==> config.mk <==
export PLATFORM = sky130hd
export DESIGN_NAME = imem_arbiter_flat
export DESIGN_NICKNAME = d
export VERILOG_FILES = /design/src/rtl/imem_arbiter_if.sv /design/src/rtl/imem_arbiter.sv /design/src/flat_wrapper.sv
export SDC_FILE = /design/constraint.sdc
export NUM_CORES = 1
export LEC_CHECK = 0
export ABC_CLOCK_PERIOD_IN_PS = 3200
export BUFFER_PORTS_ARGS = -buffer_cell sky130_fd_sc_hd__buf_4
export CAP_MARGIN = 10
export CORE_MARGIN = 1.5
export CORE_UTILIZATION = 30
export DETAILED_ROUTE_END_ITERATION = 6
export PLACE_DENSITY = 0.64
export SKIP_CTS_REPAIR_TIMING = 1
export SYNTH_ARGS = -nofsm -noshare
export SYNTH_HDL_FRONTEND = slang
export SYNTH_SLANG_ARGS = --single-unit
==> constraint.sdc <==
create_clock -name clk -period 3.2 [get_ports clk]
set_input_delay 0.8 -clock clk [delete_from_list [all_inputs] [get_ports clk]]
set_output_delay 0.8 -clock clk [all_outputs]
set_load 0.01 [all_outputs]
==> src/rtl/imem_arbiter_if.sv <==
// imem_arbiter_if: single-port instruction memory bus between the arbiter and the memory array
interface imem_arbiter_if #(
  parameter int AW = 7
);
  logic          mem_en;
  logic          mem_we;
  logic [AW-1:0] mem_addr;
  logic [31:0]   mem_wdata;
  logic [31:0]   mem_rdata;
  modport master(output mem_en, mem_we, mem_addr, mem_wdata, input mem_rdata);
  modport slave(input mem_en, mem_we, mem_addr, mem_wdata, output mem_rdata);
endinterface

==> src/rtl/imem_arbiter.sv <==
// imem_arbiter: boot-then-run arbiter sharing instruction memory between fetch and loader
module imem_arbiter #(
  parameter int          DEPTH    = 100,
  parameter int          AW       = 7,
  parameter int          LD_BURST = 4,
  parameter logic [31:0] NOP_WORD = 32'h00000000
) (
  input  logic                  clk,
  input  logic                  reset,
  input  logic                  f_req,
  input  logic [31:0]           f_pc,
  output logic                  f_gnt,
  output logic                  f_rvalid,
  output logic [31:0]           f_rdata,
  output logic                  f_err,
  input  logic                  l_req,
  input  logic                  l_we,
  input  logic [AW-1:0]         l_addr,
  input  logic [31:0]           l_wdata,
  output logic                  l_gnt,
  output logic                  l_rvalid,
  output logic [31:0]           l_rdata,
  input  logic                  load_done,
  output logic                  boot_busy,
  imem_arbiter_if.master        mem
);
  typedef enum logic {BOOT, RUN} state_t;
  state_t      state, state_n;
  logic [3:0]  cnt;
  logic        boot, oor, ld_win;
  logic        f_v, f_e, l_v;
  logic [31:0] f_hold, l_hold;
  always_comb begin
    boot          = state == BOOT;
    oor           = (f_pc[1:0] != 2'b00) || ((f_pc >> 2) >= 32'(DEPTH));
    ld_win        = l_req && (!f_req || cnt < 4'(LD_BURST));
    l_gnt         = !reset && (boot ? l_req : ld_win);
    f_gnt         = !reset && !boot && f_req && !ld_win;
    state_n       = (boot && load_done) ? RUN : state;
    boot_busy     = boot;
    mem.mem_en    = l_gnt || (f_gnt && !oor);
    mem.mem_we    = l_gnt && l_we;
    mem.mem_addr  = l_gnt ? l_addr : f_pc[AW+1:2];
    mem.mem_wdata = l_wdata;
    f_rvalid      = f_v && !reset;
    f_err         = f_v && f_e && !reset;
    l_rvalid      = l_v && !reset;
    f_rdata       = f_rvalid ? (f_e ? NOP_WORD : mem.mem_rdata) : f_hold;
    l_rdata       = l_rvalid ? mem.mem_rdata : l_hold;
  end
  always_ff @(posedge clk) begin
    if (reset) begin
      state  <= BOOT;
      cnt    <= '0;
      f_v    <= 1'b0;
      f_e    <= 1'b0;
      l_v    <= 1'b0;
      f_hold <= NOP_WORD;
      l_hold <= '0;
    end else begin
      state  <= state_n;
      cnt    <= (f_gnt || !l_req) ? 4'd0 :
                (!boot && l_gnt && f_req && cnt < 4'(LD_BURST)) ? cnt + 4'd1 : cnt;
      f_v    <= f_gnt;
      f_e    <= f_gnt && oor;
      l_v    <= l_gnt && !l_we;
      f_hold <= f_rvalid ? f_rdata : f_hold;
      l_hold <= l_rvalid ? l_rdata : l_hold;
    end
  end
endmodule
==> src/flat_wrapper.sv <==
// flat-port wrapper written by rule: the top's interface ports become plain ports
module imem_arbiter_flat 
#(
  parameter int          DEPTH    = 100,
  parameter int          AW       = 7,
  parameter int          LD_BURST = 4,
  parameter logic [31:0] NOP_WORD = 32'h00000000
)
  (clk, reset, f_req, f_pc, f_gnt, f_rvalid, f_rdata, f_err, l_req, l_we, l_addr, l_wdata, l_gnt, l_rvalid, l_rdata, load_done, boot_busy, mem_mem_en, mem_mem_we, mem_mem_addr, mem_mem_wdata, mem_mem_rdata);
  imem_arbiter_if #(.AW(AW)) mem_i ();
  input  logic clk;
  input  logic reset;
  input  logic f_req;
  input  logic [31:0] f_pc;
  output logic f_gnt;
  output logic f_rvalid;
  output logic [31:0] f_rdata;
  output logic f_err;
  input  logic l_req;
  input  logic l_we;
  input  logic [AW-1:0] l_addr;
  input  logic [31:0] l_wdata;
  output logic l_gnt;
  output logic l_rvalid;
  output logic [31:0] l_rdata;
  input  logic load_done;
  output logic boot_busy;
  output wire logic [$bits(mem_i.mem_en)-1:0] mem_mem_en;
  output wire logic [$bits(mem_i.mem_we)-1:0] mem_mem_we;
  output wire logic [$bits(mem_i.mem_addr)-1:0] mem_mem_addr;
  output wire logic [$bits(mem_i.mem_wdata)-1:0] mem_mem_wdata;
  input wire logic [$bits(mem_i.mem_rdata)-1:0] mem_mem_rdata;
  assign mem_mem_en = mem_i.mem_en;
  assign mem_mem_we = mem_i.mem_we;
  assign mem_mem_addr = mem_i.mem_addr;
  assign mem_mem_wdata = mem_i.mem_wdata;
  assign mem_i.mem_rdata = mem_mem_rdata;
  imem_arbiter #(.DEPTH(DEPTH), .AW(AW), .LD_BURST(LD_BURST), .NOP_WORD(NOP_WORD)) u_core (.clk(clk), .reset(reset), .f_req(f_req), .f_pc(f_pc), .f_gnt(f_gnt), .f_rvalid(f_rvalid), .f_rdata(f_rdata), .f_err(f_err), .l_req(l_req), .l_we(l_we), .l_addr(l_addr), .l_wdata(l_wdata), .l_gnt(l_gnt), .l_rvalid(l_rvalid), .l_rdata(l_rdata), .load_done(load_done), .boot_busy(boot_busy), .mem(mem_i));
endmodule
==> impl_metrics.json <==
{
  "cts-root-buf": "clkbuf_16",
  "worstSetupPathType": "primary input to output port",
  "crit_path_start_kind": "primary input",
  "diodes": 0,
  "synth_cells": 363,
  "synth_edf_count": 0,
  "placed_area_um2": 4530,
  "slowest_stage": "mux2_1",
  "grt_max_degree": 54,
  "dpl.hpwl_um": 6060,
  "clock_path_buffers": 2,
  "grt.overflow.total": 0,
  "ys_ff_latch": 72,
  "drc": 0,
  "irDropWorstVdd_mv": 0.380,
  "clkLatencyLatePin_ns": 0.33,
  "tightest_slew_ns": 0.514,
  "setup_violations": 0,
  "max-slew-margin-rel": 0.657,
  "portBuffers": 155,
  "h-tree-depth": 3,
  "routabilityCongestion": 0.782,
  "critPathCaptureType": "output port",
  "antenna_found_initial": 0,
  "max_freq_mhz": 370,
  "max_stage_delay_ns": 0.32,
  "setup_slack_ns": 0.499,
  "hold_ws_ns": 0.485,
  "drive_above_1_share": 0.437,
  "nFillCells": 1119,
  "cpMostUsedCell": "buf_4",
  "hold_viol_final": 0,
  "power.leakage_nw": 2.24,
  "critPathRequiredTime_ns": 2.40,
  "fin_area_um2": 4890,
  "mostFrequentLayoutCells": "buf_4, dfxtp_1, nor2b_1, nand2_1",
  "pre_cts_ws_ns": 0.484,
  "grt_pass1_vias": 2788,
  "grtUsageTotal": 0.137,
  "ys.flop_type": "dfxtp_1",
  "timing.setup.tns_ns": 0,
  "power.density_nw_per_um2": 479,
  "skew_ns": 0.00395,
  "via_per_inst": 4.36,
  "yosysSeqAreaShare": 0.413,
  "final_max_slew_viol_count": 0,
  "vias": 2747,
  "nets": 592,
  "syn2layout_area_growth_pct": 40.2,
  "clk_pin_slew_ns": 0.05,
  "syn_area_per_cell_um2": 9.61,
  "period_share": 0.844,
  "ant_nets": 0,
  "die_h_um": 111,
  "path_delay_family": "buffers and inverters",
  "wl_per_cell_um": 13.1,
  "grt_pass1_wl_um": 13400,
  "cp_num_buf_inv": 3,
  "layout_min_cycle_time_ns": 2.70,
  "wl_um": 8230,
  "dieArea_um2": 12300,
  "cts_tree": "built",
  "hp-class": "flop to flop",
  "cts_sinks": 72,
  "critPathArrivalTime_ns": 1.90,
  "dr.pass1.iters": 5,
  "drtIter0Drc": 88,
  "drv_cap": 0,
  "worst-path-max-fanout": 12,
  "status": "finished, final reports clean",
  "start_util": 0.307,
  "rsz0062_at_grt": "false",
  "final_common_cell": "buf_4",
  "io_pins": 220,
  "async_flop_share": 0,
  "core_um2": 11400,
  "synth_cell_type_count": 29,
  "rows": 39,
  "synthesis.area_um2": 3490,
  "crit_path_cell_trace": "buf_4 > nand2b_4 > o21bai_1 > buf_4 > mux2_1 > buf_4",
  "die_w_um": 111,
  "yosys_warnings": 0,
  "syn_nets": 473,
  "numCtsBuffers": 9
}
## routing by layer
metal,global-route usage,wire length (um),share of wire
met2,0.227,4060,0.49
met5,0,0,0
met3,0.0580,655,0.080
met4,0.0641,168,0.020
met1,0.151,3350,0.41
## Yosys cell counts, types with 3 or more instances
master	count	area share
nor2_1	8	0.0086
and2_1	3	0.0054
nand2_1	33	0.036
clkbuf_1	11	0.012
nand2b_1	33	0.059
nor2b_1	66	0.12
buf_4	38	0.082
dfxtp_1	72	0.41
o21ai_1	32	0.046
mux2_4	29	0.12
buf_6	3	0.0097
mux2_1	10	0.032
nor4_1	5	0.0090
## cell families (layout without fill, tap and decap cells)
logic type / count (synthesis) / in the layout / share of synthesized area
xor gates and xnor gates: 1 / 1 / 0.00251
muxes: 40 / 40 / 0.160
and+or+nand+nor: 154 / 154 / 0.252
adders and majority gates: 1 / 1 / 0.00359
buffers and inverters: 57 / 181 / 0.109
AOI/OAI and AO/OA: 38 / 38 / 0.0588
DFF: 72 / 72 / 0.413
## tightest hold or removal path, stage by stage (launching register included)
cell and delay [ns]:
dfxtp_1 0.34, nor2_1 0.05, nor2_1 0.06
## final timing paths
check | slack, ns | to | start | depth (start not counted)
max | 0.50 | mem_mem_addr[3] | reset | 6
min | 0.49 | u_core.state | u_core.state | 2
max reg2reg | 1.78 | u_core.f_hold[16] | u_core.f_e | 4
min reg2reg | 0.49 | u_core.state | u_core.state | 2
## per-stage QoR
step           utilization  power, mW  instances
2_1_floorplan            -       1.09        363
6_report             0.430       2.34        630
4_1_cts              0.430       2.38        630
3_3_place_gp         0.399       1.19        614
5_1_grt              0.430       2.44        630
3_5_place_dp         0.399       1.19        614
## power by group
group | internal, mW | leakage (nW) | switching, mW
sequential | 0.911 | 0.582 | 0.00511
combinational | 0.149 | 1.48 | 0.102
clock | 0.802 | 0.172 | 0.370
## flip-flops by register name, summed over array words and instances, names as in the netlist
register,count
u_core.l_hold,32
u_core.l_v,1
u_core.cnt,4
u_core.f_v,1
u_core.f_hold,32
u_core.state,1
u_core.f_e,1
## final cells by class
| class | count | area (um^2) | area share |
|---|---|---|---|
| multi-input cells | 234 | 1670 | 0.342 |
| flip-flops and latches | 72 | 1440 | 0.295 |
| repair buffers | 162 | 1230 | 0.251 |
| clock buffers | 11 | 253 | 0.0517 |
| well taps | 143 | 179 | 0.0366 |
| clock inverters | 5 | 103 | 0.0210 |
| inverters | 3 | 11.3 | 0.00230 |
Note: power is estimated with default switching activity, not from simulation.
